`config.mk`:
```
export PLATFORM = sky130hd
export DESIGN_NAME = io_timer
export DESIGN_NICKNAME = d
export VERILOG_FILES = /design/src/rtl/io_pkg.sv /design/src/rtl/io_prescaler.sv /design/src/rtl/io_timer.sv
export SDC_FILE = /design/constraint.sdc
export NUM_CORES = 1
export LEC_CHECK = 0
export ABC_AREA = 1
export CAP_MARGIN = 25
export CORE_ASPECT_RATIO = 0.8
export CORE_MARGIN = 3
export CORE_UTILIZATION = 50
export CTS_CLUSTER_DIAMETER = 150
export CTS_CLUSTER_SIZE = 14
export DETAILED_ROUTE_END_ITERATION = 10
export PLACE_DENSITY_LB_ADDON = 0.05
export SLEW_MARGIN = 20
export SYNTH_ARGS = -nofsm -noshare
export SYNTH_HDL_FRONTEND = slang
export SYNTH_SLANG_ARGS = --single-unit
export TNS_END_PERCENT = 5
```
`constraint.sdc`:
```
create_clock -name clk -period 6.2 [get_ports clk]
set_input_delay 1.24 -clock clk [delete_from_list [all_inputs] [get_ports clk]]
set_output_delay 1.24 -clock clk [all_outputs]
set_load 0.02 [all_outputs]
```
`src/rtl/io_pkg.sv`:
```
// Shared I/O responder definitions: register offsets, CTRL/STATUS bit indices, default base.
// The capture feature is compiled in with TIMER_CAPTURE_EN.
package io_pkg;

  localparam logic [15:0] IO_TMR_BASE_DEFAULT = 16'h0010;

  localparam logic [3:0] IO_TMR_CTRL   = 4'h0;
  localparam logic [3:0] IO_TMR_PRESC  = 4'h1;
  localparam logic [3:0] IO_TMR_CNT_LO = 4'h2;
  localparam logic [3:0] IO_TMR_CNT_HI = 4'h3;
  localparam logic [3:0] IO_TMR_CMP_LO = 4'h4;
  localparam logic [3:0] IO_TMR_CMP_HI = 4'h5;
  localparam logic [3:0] IO_TMR_STATUS = 4'h6;
  localparam logic [3:0] IO_TMR_SHADOW = 4'h7;
  localparam logic [3:0] IO_TMR_CAP_LO = 4'h8;
  localparam logic [3:0] IO_TMR_CAP_HI = 4'h9;

  localparam int CTRL_EN           = 0;
  localparam int CTRL_CLR_ON_MATCH = 1;
  localparam int CTRL_IE_MATCH     = 2;
  localparam int CTRL_IE_OVF       = 3;
  localparam int CTRL_IE_CAP       = 4;

  localparam int STAT_MATCH = 0;
  localparam int STAT_OVF   = 1;
  localparam int STAT_CAP   = 2;

  // A responder owns a 16-byte window; only the upper 12 address bits decode.
  function automatic logic ioWindowHit(input logic [15:0] addr, input logic [15:0] base);
    return addr[15:4] == base[15:4];
  endfunction

endpackage

```
`src/rtl/io_prescaler.sv`:
```
// Reusable 8-bit clock prescaler: one-cycle tick every presc+1 clocks while en is high.
module io_prescaler (
  input  logic       clk,
  input  logic       rst,
  input  logic       en,
  input  logic [7:0] presc,
  output logic       tick
);

  logic [7:0] countReg;
  logic [7:0] countNext;

  // Tick is raised in the cycle whose update lands the counter on 0, so the
  // first tick after enabling arrives presc+1 clocks after en goes high.
  always_comb begin
    countNext = countReg;
    tick      = 1'b0;
    if (!en) begin
      countNext = 8'd0;
    end else if (countReg == 8'd0) begin
      countNext = presc;
      tick      = (presc == 8'd0);
    end else begin
      countNext = countReg - 8'd1;
      tick      = (countReg == 8'd1);
    end
  end

  always_ff @(posedge clk) begin
    if (rst) countReg <= 8'd0;
    else     countReg <= countNext;
  end

endmodule

```
`src/rtl/io_timer.sv`:
```
// Memory-mapped 16-bit timer/counter responder with compare match, overflow and level irq.
// Define TIMER_CAPTURE_EN to add the cap_in input-capture registers.
module io_timer
  import io_pkg::*;
#(
  parameter logic [15:0] BASE_ADDR = IO_TMR_BASE_DEFAULT
) (
  input  logic        clk,
  input  logic        rst,
  input  logic [15:0] addr,
  input  logic [7:0]  din,
  input  logic        w_en,
  input  logic        r_en,
  output logic [7:0]  dout,
  output logic        sel_q,
  input  logic        cap_in,
  output logic        irq
);

`ifdef TIMER_CAPTURE_EN
  localparam int CTRL_W = 5;
`else
  localparam int CTRL_W = 4;
`endif

  logic [CTRL_W-1:0] ctrlReg, ctrlNext;
  logic [7:0]        prescReg, prescNext;
  logic [15:0]       cntReg, cntNext;
  logic [15:0]       cmpReg, cmpNext;
  logic              matchReg, matchNext;
  logic              ovfReg, ovfNext;
  logic [7:0]        shadowReg, shadowNext;
  logic [7:0]        doutReg;
  logic              selReg;
  logic              irqReg;
  logic              capFlag;
  logic [15:0]       capValue;
  logic              capIrq;

  logic        hit, wrHit, rdHit;
  logic [3:0]  offset;
  logic        tick;
  logic [15:0] cntInc;
  logic        matchHit, ovfHit;
  logic        matchSet, ovfSet;
  logic        clrStatus0, clrStatus1;
  logic [7:0]  rdData;

  assign hit    = ioWindowHit(addr, BASE_ADDR);
  assign offset = addr[3:0];
  assign wrHit  = w_en & hit;
  assign rdHit  = r_en & hit;

  io_prescaler u_prescaler (
    .clk   (clk),
    .rst   (rst),
    .en    (ctrlReg[CTRL_EN]),
    .presc (prescReg),
    .tick  (tick)
  );

  assign cntInc   = cntReg + 16'd1;
  assign matchHit = (cntInc == cmpReg);
  // Clear-on-match with CMP=FFFF folds the wrap into the match reload, so flag OVF too.
  assign ovfHit   = (cntReg == 16'hFFFF) |
                    (matchHit & ctrlReg[CTRL_CLR_ON_MATCH] & (cmpReg == 16'hFFFF));

  assign clrStatus0 = wrHit & (offset == IO_TMR_STATUS) & din[STAT_MATCH];
  assign clrStatus1 = wrHit & (offset == IO_TMR_STATUS) & din[STAT_OVF];

  always_comb begin
    ctrlNext   = ctrlReg;
    prescNext  = prescReg;
    cmpNext    = cmpReg;
    cntNext    = cntReg;
    shadowNext = shadowReg;
    matchSet   = 1'b0;
    ovfSet     = 1'b0;

    if (wrHit) begin
      case (offset)
        IO_TMR_CTRL:   ctrlNext       = din[CTRL_W-1:0];
        IO_TMR_PRESC:  prescNext      = din;
        IO_TMR_CMP_LO: cmpNext[7:0]   = din;
        IO_TMR_CMP_HI: cmpNext[15:8]  = din;
        default:       ;
      endcase
    end

    // A bus write to either count byte replaces this cycle's tick entirely.
    if (wrHit && offset == IO_TMR_CNT_LO) begin
      cntNext[7:0] = din;
    end else if (wrHit && offset == IO_TMR_CNT_HI) begin
      cntNext[15:8] = din;
    end else if (tick) begin
      matchSet = matchHit;
      ovfSet   = ovfHit;
      cntNext  = (matchHit && ctrlReg[CTRL_CLR_ON_MATCH]) ? 16'd0 : cntInc;
    end

    if (rdHit && offset == IO_TMR_CNT_LO) shadowNext = cntReg[15:8];

    matchNext = (matchReg & ~clrStatus0) | matchSet;
    ovfNext   = (ovfReg & ~clrStatus1) | ovfSet;
  end

`ifdef TIMER_CAPTURE_EN
  logic [2:0]  capSyncReg;
  logic        capEdge;
  logic        capFlagReg;
  logic [15:0] capReg;

  assign capEdge = capSyncReg[1] & ~capSyncReg[2];

  always_ff @(posedge clk) begin
    if (rst) begin
      capSyncReg <= 3'b000;
      capFlagReg <= 1'b0;
      capReg     <= 16'd0;
    end else begin
      capSyncReg <= {capSyncReg[1:0], cap_in};
      capFlagReg <= (capFlagReg & ~(wrHit & (offset == IO_TMR_STATUS) & din[STAT_CAP])) | capEdge;
      if (capEdge) capReg <= cntReg;
    end
  end

  assign capFlag  = capFlagReg;
  assign capValue = capReg;
  assign capIrq   = ctrlReg[CTRL_IE_CAP] & capFlagReg;
`else
  logic unusedCapIn;
  assign unusedCapIn = cap_in;
  assign capFlag     = 1'b0;
  assign capValue    = 16'd0;
  assign capIrq      = 1'b0;
`endif

  always_comb begin
    rdData = 8'h00;
    case (offset)
      IO_TMR_CTRL:   rdData = 8'(ctrlReg);
      IO_TMR_PRESC:  rdData = prescReg;
      IO_TMR_CNT_LO: rdData = cntReg[7:0];
      IO_TMR_CNT_HI: rdData = cntReg[15:8];
      IO_TMR_CMP_LO: rdData = cmpReg[7:0];
      IO_TMR_CMP_HI: rdData = cmpReg[15:8];
      IO_TMR_STATUS: rdData = {5'b00000, capFlag, ovfReg, matchReg};
      IO_TMR_SHADOW: rdData = shadowReg;
      IO_TMR_CAP_LO: rdData = capValue[7:0];
      IO_TMR_CAP_HI: rdData = capValue[15:8];
      default:       rdData = 8'h00;
    endcase
  end

  always_ff @(posedge clk) begin
    if (rst) begin
      ctrlReg   <= '0;
      prescReg  <= 8'd0;
      cntReg    <= 16'd0;
      cmpReg    <= 16'hFFFF;
      matchReg  <= 1'b0;
      ovfReg    <= 1'b0;
      shadowReg <= 8'd0;
      doutReg   <= 8'd0;
      selReg    <= 1'b0;
      irqReg    <= 1'b0;
    end else begin
      ctrlReg   <= ctrlNext;
      prescReg  <= prescNext;
      cntReg    <= cntNext;
      cmpReg    <= cmpNext;
      matchReg  <= matchNext;
      ovfReg    <= ovfNext;
      shadowReg <= shadowNext;
      doutReg   <= rdHit ? rdData : 8'h00;
      selReg    <= rdHit;
      irqReg    <= (ctrlReg[CTRL_IE_MATCH] & matchReg) |
                   (ctrlReg[CTRL_IE_OVF] & ovfReg) | capIrq;
    end
  end

  assign dout  = doutReg;
  assign sel_q = selReg;
  assign irq   = irqReg;

endmodule

```
Word level (Yosys, flattened, before mapping)
Cells that the tools add are included.

Div/mod/pow operators: 0. Mux-type cells: 15. $add $sub $neg: 2. Bitwise logic cells: 20. Shift operators: 0. Multipliers: 0. Reduce and logical (&&, ||, !) cells: 17. Order comparisons: 0. Eq/ne operators: 13.

Operators by type and width (count): 8-bit case mux with 8 select lines (1); 16-bit == test, second input constant (2); 16-bit 2-to-1 mux (2); 8-bit 2-to-1 mux (4); 16-bit by 1-bit adder with 16-bit output, second input constant (1); 16-bit == test (1); 4-bit by 3-bit == test with 1-bit output, second input constant (4); 8-bit zero test (2); 12-bit by 1-bit == test with 1-bit output, second input constant (1); 2-bit AND reduction (6); 1-bit bitwise AND (11); 4-bit by 2-bit == test with 1-bit output, second input constant (2); 8-bit by 1-bit == test with 1-bit output, second input constant (1); 1-bit 2-to-1 mux (8); 8-bit by 1-bit subtractor with 8-bit output, second input constant (1); 1-bit NOT (5); 4-bit by 1-bit == test with 1-bit output, second input constant (1); 1-bit logical AND (4); 4-bit zero test (1); 1-bit OR (4); 2-bit nonzero test (2); 2-bit OR reduction (2); 2-bit inequality test, second input constant (1).

Bits in latches: 0. Bits in registers: 72. Memories kept: 0. RAM bits: 0. Logic and storage cells: 80. ROM bits: 0.

Longest topological paths before layout
Gate-level depths: netlist of the first run.

Depth in word-level cells: 9. Gate-level depth with buffers: 16.

Modules after synthesis
A second synthesis of the first run with hierarchy kept.

Cells, all modules: 629. Area, all modules: 4191.5 µm².

By module, submodules not included: io_timer (instances 1, cells each 535, area each 3621.0 µm², sequential area each 1281.2 µm²); io_prescaler (instances 1, cells each 94, area each 570.5 µm², sequential area each 160.2 µm²).

Worst setup path after synthesis of the first run
No wires, ideal clock.

Path type: in2reg. From: input port addr[13]. To: register cntReg[13]. Required time: 6.081 ns. Cell stages on the path: 9. Path slack: 3.462 ns. Arrival: 2.618 ns. Setup time: 0.119 ns. Cells stage by stage: nor4_1 and3_1 nand2_4 nor2_4 inv_1 nand2_1 inv_2 o21ai_0 a21oi_1.

Cells in the longest elaborated chain, start to end: 5.

Ends and longest elaborated chain: start: declaration (line io_timer.sv:10) `input logic [15:0] addr,`; 12-bit by 1-bit == test with 1-bit output * (line io_pkg.sv:30) `return addr[15:4] == base[15:4];`; 1-bit bitwise AND * (line io_timer.sv:51) `assign wrHit = w_en & hit;`; 1-bit logical AND, on equally long branches (line io_timer.sv:93, io_timer.sv:91); 2-bit nonzero test (no source line) / 1-bit NOT (equally long branches); 2-bit AND reduction (no source line); end signal: assignment (line io_timer.sv:170) `cntReg <= cntNext;`; end: declaration (line io_timer.sv:28) `logic [15:0] cntReg, cntNext;`.

Every way passes the cells marked *; elsewhere a longest branch is shown, timed or not. A chain may end at the register's enable or synchronous reset.

Worst setup path after layout of the first run
Ends and elaborated chain as after synthesis.

==> reports/qor.yml, run 1 <==
run_status:
  status: "complete, no violations"
critical_path:
  worst_ep_required_time_ns: 6.48
  rr_worst_depth: 12
  r2r_slack_ns: 3.59
  path_cells: "clkdlybuf4s50_1 -> nor4_1 -> and3_1 -> nand2_4 -> nor2_4 -> inv_1 -> nand2_1 -> nand2_1 -> inv_2 -> o21ai_0 -> a21oi_1"
  crit_arrival_ns: 3.83
  rr_startpoint: "u_prescaler.countReg[5]"
  critPathSlowestCell: "clkdlybuf4s50_1"
  worst_path_largest_cell_delay_ns: 0.40
  path_max_fanout: 13
  crit_path_end_kind: "flop"
  timing.rr.end: "cntReg[5]"
  cp_num_buf_inv: 3
  cp_common_cell: "nand2_1"
  start_kind: "input port"
  crit_type: "in -> reg"
  cp_top_family: "simple AND/OR/NAND/NOR gates"
grt:
  grt_overflow: 0
  grt_pass1_wl_um: 20800
  antenna_found_initial: 0
  grt_max_degree: 35
  grt_util_all_layers_pct: 28.7
  grt_pass1_vias: 4002
cells_and_area:
  area_delta_synth_final_pct: 16.0
  design_area_um2: 4790
  fin_nets: 686
  n_antenna_cell: 0
  num-fill-cells: 741
  utilization_pct: 62.1
  drive_gt1_share_pct: 6.23
power_and_ir_drop:
  p_per_area_nw_per_um2: 185
  p_leak_nw: 2.10
  irDropWorstVdd_mv: 0.150
sta:
  fin_crit_sh_pct: 57.2
  slew-limit-headroom_pct: 33.1
  hold_violations: 0
  fin_ws_ns: 2.65
  max_freq_mhz: 282
  setup_viol: 0
  fin_hold_ws_ns: 0.469
  worst_slew_pin_slew_ns: 0.999
  setup_tns_ns: 0
  maxSlewViolCount: 0
  min_period_ns: 3.55
  rsz0062_at_grt: "false"
  worst_clock_skew_ns: 0.0167
drt:
  vias_per_cell: 5.93
  first_pass_iters: 8
  drc: 0
  wl_per_cell_um: 17.3
  vias: 4527
  ant_nets: 0
  drt_iter0_drc: 479
  route.final.wire_length_um: 13200
clock_network:
  root_buffer: "clkbuf_8"
  cts_hold_buffers: 0
  clkSinkCount: 72
  cts_resized: 0
  cts_setup_buffers: 0
  cts.clk_slew.worst_paths_ns: 0.08
  clockBufferDepth: 2
  clkLatencyLatePin_ns: 0.36
  h-tree-depth: 3
  numCtsBuffers: 9
  cts_tree: "yes"
yosys:
  synth.most_common_cell: "nand2_1"
  synth_ff_type: "dfxtp_1"
  synth_top_area_share_pct: 34.9
  ys_top_cells_by_count: "108 x nand2_1, 82 x inv_1, 80 x a21oi_1"
  syn_nets: 648
  yosys_warnings: 0
  yosysUniqueCellTypes: 37
  synth_largest_area_cell: "dfxtp_1"
  syn_area_um2: 4130
  synth_edf_count: 0
  async_flop_share_pct: 0
  synthCells: 615
  ys_ff_latch: 72
  syn_area_per_cell_um2: 6.71
  synth.area.top_cells: "dfxtp_1 35%, nand2_1 9.8%, a21oi_1 9.7%, inv_1 7.5%, nand3_1 7.0%"
  seq_area_frac_synth_pct: 34.9
placement:
  portBuffers: 37
  gp_congestion: 1.02
  placed_area_um2: 4580
  post-place-ws_ns: 2.38
  dp_hpwl_um: 9820
worst_hold_path:
  worstHoldEndpoint: "irq"
  worstHoldPathType: "reg -> reg"
  holdPathStages: 2
  hp-start: "ctrlReg[3]"
run:
  maxCapViolCount: 0
floorplan:
  initial_utilization_pct: 53.5
  coreArea_um2: 7710
  core.rowCount: 28
  fp.dieH_um: 87.2
  die_area_um2: 9380
  io_pins: 39
  die_w_um: 108
==> per-stage QoR <==
step | power [mW] | std cells
finish | 0.887 | 763
global route | 0.915 | 763
CTS | 0.889 | 761
detailed placement | 0.518 | 745
global placement | 0.518 | 745
floorplan | 0.489 | 615
==> worst max-delay path by stage <==
stage | from | depth (start not counted) | end | slack [ns]
finish | addr[13] | 11 | cntReg[13] | 2.65
global route | addr[3] | 12 | cntReg[13] | 2.51
floorplan | addr[13] | 9 | cntReg[13] | 3.46
global placement | addr[13] | 11 | cntReg[15] | 2.43
CTS | addr[13] | 11 | cntReg[13] | 2.73
detailed placement | addr[13] | 11 | cntReg[13] | 2.38
==> power breakdown <==
group | internal, mW | total, mW | switching (mW)
Sequential | 0.462 | 0.462 | 0.00000682
Combinational | 0.0204 | 0.0465 | 0.0261
Clock | 0.187 | 0.378 | 0.191
Total | 0.670 | 0.887 | 0.217
==> final cells by class <==
class / count / area, um^2 / area share [%]
Multi-Input combinational cell: 444 / 2300 / 48.1
Sequential cell: 72 / 1440 / 30.1
Timing Repair Buffer: 40 / 393 / 8.21
Inverter: 86 / 323 / 6.75
Tap cell: 105 / 131 / 2.75
Clock buffer: 10 / 128 / 2.67
Clock inverter: 6 / 67.6 / 1.41
==> flip-flops by register name, summed over array words and instances, names as in the netlist, 4 cells and up <==
signal and flops:
cmpReg 16, cntReg 16, dout 8, prescReg 8, shadowReg 8, u_prescaler.countReg 8, ctrlReg 4
==> tightest hold or removal path, delay by kind of cell, from the launching register on <==
family / cells / cell delay [ns]
AND/OR/NAND/NOR: 1 / 0.06
flip-flops: 1 / 0.32
AO/OA/AOI/OAI: 1 / 0.05
==> cell families after synthesis <==
logic type / count (synthesis) / share of synthesized area (%)
AND/OR/NAND/NOR: 269 / 30.8
AO/OA/AOI/OAI: 165 / 22.2
buffers and inverters: 99 / 9.25
flip-flops: 72 / 34.9
XOR/XNOR: 6 / 1.61
adder cells (fa/ha/maj): 4 / 1.21
==> routing by layer <==
metal	global-route usage (%)	routed length, um	vias to the layer above
li1	-	-	2165
met1	41.8	5890	2055
met2	41.0	5320	272
met3	7.34	1710	35
met4	10.3	304	0
met5	0	0	-
==> cell usage in the layout, fill, tap and decap left out, drive strengths merged, types with 3 or more instances in the layout <==
cell type      instances
nor2                  64
inv                   86
nand4                 17
a211oi                 7
nand2                115
xor2                   4
nor4                   6
a221oi                 4
dfxtp                 72
a21boi                 5
buf                    3
ha                     4
o21ai                 46
clkinv                 3
nor3                   5
nand3                 58
clkbuf                10
a21oi                 80
clkdlybuf4s50         37
o22ai                 14
No activity file was read; power rests on OpenSTA's default activity.
==> run 2: changes to the inputs <==
==> constraint.sdc (replaced) <==
create_clock -name clk -period 2.9 [get_ports clk]
set_input_delay 0.58 -clock clk [delete_from_list [all_inputs] [get_ports clk]]
set_output_delay 0.58 -clock clk [all_outputs]
set_load 0.02 [all_outputs]
==> run 2 against run 1 <==
- sequential share of layout area shrank 0.81 points
- core utilization increased by 1.7 points
- sequential cell count did not move
- routed wire length rose by 2.7%
- non-clock buffer count grew 10
- cell count rose by 1.3%
- via count up 1.8%
- setup slack lost 2.3 ns
- combinational power increased by 130%
- largest power group is now clock
- largest cell class unchanged
- highest routed layer unchanged
- hold slack better by 0.0038 ns
==> reports/qor.yml, run 2 (synthesis gave the netlist of run 1 again) <==
clock_network:
  cts_setup_buffers: 0  # unchanged
  clkLatencyLatePin_ns: 0.35  # about the same
  clockBufferDepth: 2  # unchanged
  cts_resized: 0  # unchanged
  cts_tree: "yes"
  numCtsBuffers: 9  # unchanged
  cts_hold_buffers: 0  # unchanged
  clkSinkCount: 72  # unchanged
  h-tree-depth: 3  # unchanged
  root_buffer: "clkbuf_8"
  cts.clk_slew.worst_paths_ns: 0.08  # about the same
critical_path:
  crit_arrival_ns: 2.77  # -1.06 ns
  critPathSlowestCell: "dfxtp_1"
  cp_top_family: "simple AND/OR/NAND/NOR gates"
  crit_type: "reg -> reg"
  worst_path_largest_cell_delay_ns: 0.35  # -0.05 ns
  path_cells: "nor2_1 -> nand3_1 -> inv_1 -> nand3_1 -> inv_1 -> o21ai_0 -> nand2_1 -> nor2_1 -> nor2_2 -> inv_1 -> nand3_1 -> a21oi_1"
  timing.rr.end: "cntReg[0]"
  path_max_fanout: 12  # -1
  crit_path_end_kind: "flop"
  rr_startpoint: "u_prescaler.countReg[5]"
  cp_num_buf_inv: 3  # unchanged
  rr_worst_depth: 12  # unchanged
  r2r_slack_ns: 0.37  # -3.22 ns
  worst_ep_required_time_ns: 3.14  # -3.34 ns
  worst-path-stages: 12  # +1
  start_kind: "flop"
floorplan:
  fp.dieH_um: 87.2  # unchanged
  coreArea_um2: 7710  # unchanged
  initial_utilization_pct: 53.5  # unchanged
  core.rowCount: 28  # unchanged
  io_pins: 39  # unchanged
  die_area_um2: 9380  # unchanged
  die_w_um: 108  # unchanged
sta:
  setup_viol: 0  # unchanged
  min_period_ns: 2.53
  max_freq_mhz: 395
  setup_tns_ns: 0  # unchanged
  worst_slew_pin_slew_ns: 0.731  # -0.268 ns
  slew-limit-headroom_pct: 51.2  # +18 points
  rsz0062_at_grt: "false"
  fin_crit_sh_pct: 87.3
  maxSlewViolCount: 0  # unchanged
  hold_violations: 0  # unchanged
  worst_clock_skew_ns: 0.00364  # -0.0130 ns
grt:
  grt_pass1_vias: 4122  # +3.0%
  antenna_found_initial: 0  # unchanged
  grt_util_all_layers_pct: 30.2  # +1.4 points
  grt_max_degree: 25  # -29%
  grt_overflow: 0  # unchanged
  grt_pass1_wl_um: 21900  # +5.5%
power_and_ir_drop:
  p_per_area_nw_per_um2: 427  # +130%
  irDropWorstVdd_mv: 0.296  # +97%
  p_total_mw: 2.10  # +140%
  p_leak_nw: 2.17  # +3.7%
cells_and_area:
  drive_gt1_share_pct: 7.78  # +1.6 points
  fin_nets: 696  # +1.5%
  final_common_cell: "nand2_1"
  fin_cells: 773  # +1.3%
  area_delta_synth_final_pct: 19.2
  n_antenna_cell: 0  # unchanged
  reg_top3: "cmpReg (16), cntReg (16)"
  num-fill-cells: 737  # -0.54%
  layout_common_cells: "108 x nand2_1, 82 x inv_1, 80 x a21oi_1"
worst_hold_path:
  hp-start: "ctrlReg[3]"
  holdPathStages: 2  # unchanged
  worstHoldPathType: "reg -> reg"
  worstHoldEndpoint: "irq"
drt:
  vias: 4607  # +1.8%
  vias_per_cell: 5.96  # +0.45%
  drc: 0  # unchanged
  route.final.wire_length_um: 13600  # +2.7%
  ant_nets: 0  # unchanged
  wl_per_cell_um: 17.6  # +1.3%
  drt_iter0_drc: 477  # -0.42%
  first_pass_iters: 5  # -3
run_status:
  status: "complete, no violations"
run:
  maxCapViolCount: 0  # unchanged
placement:
  dp_hpwl_um: 10200  # +4.0%
  portBuffers: 37  # unchanged
  gp_congestion: 0.951  # -6.9%
  dp.cells: 757  # +1.6%
run 2: cell type report:
class / instances / area [um^2] / area share (%)
Sequential cell: 72 / 1440 / 29.3
Timing Repair Buffer: 50 / 468 / 9.51
Inverter: 86 / 323 / 6.56
Tap cell: 105 / 131 / 2.67
Multi-Input combinational cell: 444 / 2300 / 46.8
Clock buffer: 10 / 138 / 2.80
Clock inverter: 6 / 115 / 2.34
run 2: worst max-delay path by stage:
stage	start	to	slack (ns)
after global placement	addr[13]	cntReg[6]	0.13
after detailed placement	addr[13]	cntReg[0]	0.11
final	u_prescaler.countReg[5]	cntReg[0]	0.37
after global routing	u_prescaler.countReg[5]	cntReg[3]	0.07
after floorplan	addr[13]	cntReg[13]	0.82
after CTS	u_prescaler.countReg[5]	cntReg[0]	0.44
run 2: metrics by stage:
step	hold WS (ns)	worst slack, ns	util (%)	area, um^2
final	0.473	0.368	63.8	4920
after detailed placement	0.454	0.106	60.5	4670
after global routing	0.500	0.0704	63.8	4920
after global placement	0.447	0.133	60.5	4670
after floorplan	0.432	0.822	-	4130
after CTS	0.467	0.439	63.8	4920
run 2: report_power, final:
part	switching, mW	internal (mW)
logic	0.0601	0.0458
registers	0.0000146	0.987
clock network	0.406	0.599
run 2: routing by layer:
layer | wire [um] | GRT usage, %
met1 | 6030 | 44.1
met2 | 5520 | 44.4
met3 | 1740 | 7.04
met4 | 285 | 8.60
met5 | 0 | 0
run 2: tightest hold or removal path, cell delays in order, from the launching register on:
cell,delay [ns]
dfxtp_1,0.32
nand2_1,0.06
a21oi_1,0.05
==> RTL edit (config.mk and constraints of run 2) <==
Take the reset off `doutReg` and load it in a clocked block of its own.
--- a/src/rtl/io_timer.sv
+++ b/src/rtl/io_timer.sv
@@ -162,5 +162,4 @@
       ovfReg    <= 1'b0;
       shadowReg <= 8'd0;
-      doutReg   <= 8'd0;
       selReg    <= 1'b0;
       irqReg    <= 1'b0;
@@ -173,9 +172,12 @@
       ovfReg    <= ovfNext;
       shadowReg <= shadowNext;
-      doutReg   <= rdHit ? rdData : 8'h00;
       selReg    <= rdHit;
       irqReg    <= (ctrlReg[CTRL_IE_MATCH] & matchReg) |
                    (ctrlReg[CTRL_IE_OVF] & ovfReg) | capIrq;
     end
+  end
+
+  always_ff @(posedge clk) begin
+    doutReg <= rdHit ? rdData : 8'h00;
   end
 
Behaviour: differs if rst is asserted again (counterexample within 4 cycles, from zero or initial values and one cycle with rst high); with rst held inactive, the same outputs for 4 cycles.
==> RTL edit against run 2 <==
Routed wire length shrank 3.7%. Sequential power is essentially flat. Via count shrank 5.7%. Largest power group is now registers. Critical path type unchanged. Final area shrank 4.4%. Area after synthesis shrank 3.5%. Setup slack gained 0.064 ns. Final cell count shrank 5.4%. Count of clock-buffer cells in the layout shrank 1. Largest cell class unchanged. Sequential cell count is the same. Total power shrank 9.1%.
==> RTL edit: results (changes against run 2) <==
Worst VDD drop = 0.238 mV (was 0.296 mV)
Post-CTS sizing = 0 (unchanged)
Gpl congestion = 0.978 (was 0.951)
Sequential area share after synthesis = 36.2% (was 34.9%)
Hold Path Class = reg -> reg (unchanged)
Data arrival, critical path = 2.71 ns (was 2.77 ns)
Syn. warnings = 0 (unchanged)
Synth cell count leaders = 106 x nand2_1, 79 x a21oi_1, 72 x dfxtp_1 (was 108 x nand2_1, 82 x inv_1, 80 x a21oi_1)
Final HPWL from detailed placement = 9910 µm (was 10200 µm)
CP Max Fanout = 16 (was 12)
Post-CTS Setup Repair Bufs = 0 (unchanged)
Largest net degree at the start of global routing = 29 (was 25)
CTS Root Cell = clkbuf_8 (unchanged)
Clock tree buffer depth = 2 (unchanged)
Initial antenna violation count = 0 (unchanged)
Diode count = 0 (unchanged)
Total leakage power = 0.00194 µW (was 0.00217 µW)
Pre-antenna DRT Iters = 5 (unchanged)
Post-synthesis xor/xnor area fraction = 0.660% (was 1.61%)
Pint = 1430 µW (was 1630 µW)
Share of cells above drive strength 1 = 8.95% (was 7.78%)
Clock skew = 0.0122 ns (was 0.00364 ns)
Met1 Use GR = 40.9% (was 44.1%)
H-tree lvl count = 3 (unchanged)
Routing usage on met2 = 42.5% (was 44.4%)
Met3 usage = 10.7% (was 7.04%)
Port bufs = 37 (unchanged)
Post-cts hold buffer count = 0 (unchanged)
CTS buffer count = 9 (unchanged)
Mapped Nets = 606 (was 648)
Synthesized cell area = 3980 µm² (was 4130 µm²)
Vias in the first global route = 4013 (was 4122)
Total number of vias = 4344 (was 4607)
Netlist cell types = 44 (was 37)
Clock latency on the worst-skew pair = 0.36 ns
Biggest registers after layout = cmpReg x16, cntReg x16 (unchanged)
Slew HR = 46.5% (was 51.2%)
Clk pin slew, worst setup/hold paths = 0.08 ns (about the same)
Post-synthesis mux area share = 0% (unchanged)
GRT Overall Usage = 29.4% (was 30.2%)
Fillers = 733 (was 737)
# nets final = 654 (was 696)
Top cells by area, synth = dfxtp_1 36%, nand2_1 10%, a21oi_1 9.9%, o21ai_0 6.4%, inv_1 5.8% (was dfxtp_1 35%, nand2_1 9.8%, a21oi_1 9.7%, inv_1 7.5%, nand3_1 7.0%)
1st-iter DRT viols = 432 (was 477)
Final Routed Wirelength = 13100 µm (was 13600 µm)
First-pass GRT wire length = 20700 µm (was 21900 µm)
Status = finished clean (unchanged)
Compound-Gate Fraction of Synth Area = 24.1% (was 22.2%)
Adder-Cell Fraction of Synth Area = 1.26% (was 1.21%)
FFs w/ async S/R, synth = 0% (unchanged)
[RTL edit: final timing paths]
path,from,end,slack [ns],cells after the start
setup / recovery,cntReg[1],cntReg[4],0.43,14
setup reg to reg,cntReg[1],cntReg[4],0.43,14
hold / removal,u_prescaler.countReg[0],u_prescaler.countReg[0],0.48,1
hold reg to reg,u_prescaler.countReg[0],u_prescaler.countReg[0],0.48,1
[RTL edit: worst max-delay path, cell delays in order (launching register included)]
cell and delay [ns]:
dfxtp_1 0.41, ha_1 0.25, nand2_2 0.11, nor2_4 0.20, nand3_1 0.13, nand2_1 0.13
nand2_1 0.06, nand2_1 0.05, nand2_1 0.04, nor2_1 0.18, nand2_1 0.14, nor2_4 0.15
nand3_4 0.24, nand4_1 0.15, a21oi_1 0.09
[RTL edit: power groups by stage]
stage	logic, µW	clock network (µW)	registers [µW]
finish	104	816	987
global route	110	861	988
CTS	101	819	987
detailed placement	100	0	1010
global placement	99.3	0	1010
floorplan	33.8	0	1010
[RTL edit: area by class of cell]
cell class | instances | share of cell area, %
multi-input combinational | 425 | 47.7
sequential | 72 | 30.6
timing repair buffer | 47 | 9.47
inverter | 66 | 5.27
tap | 105 | 2.79
clock buffer | 9 | 2.63
clock inverter | 7 | 1.49
[RTL edit: per-layer routing]
| metal | vias to the layer above | routed length, µm |
|---|---|---|
| li1 | 2092 | - |
| met2 | 271 | 5470 |
| met4 | 0 | 343 |
| met5 | - | 0 |
| met3 | 27 | 1660 |
| met1 | 1954 | 5610 |
[RTL edit: cell families (layout without fill, tap and decap cells)]
family / count (synthesis) / count (layout)
compound gates: 170 / 170
buf+inv: 76 / 129
xor+xnor: 3 / 3
simple gates: 248 / 248
flops: 72 / 72
fa+ha+maj: 4 / 4
[RTL edit: metrics by stage]
stage | cells | worst slack, ns | hold WS [ns] | instance area (µm²)
after floorplan | 573 | 0.883 | 0.442 | 3980
after detailed placement | 715 | 0.137 | 0.473 | 4510
final | 731 | 0.432 | 0.484 | 4700
after CTS | 731 | 0.499 | 0.483 | 4700
after global placement | 715 | 0.173 | 0.469 | 4510
after global routing | 731 | 0.220 | 0.503 | 4700
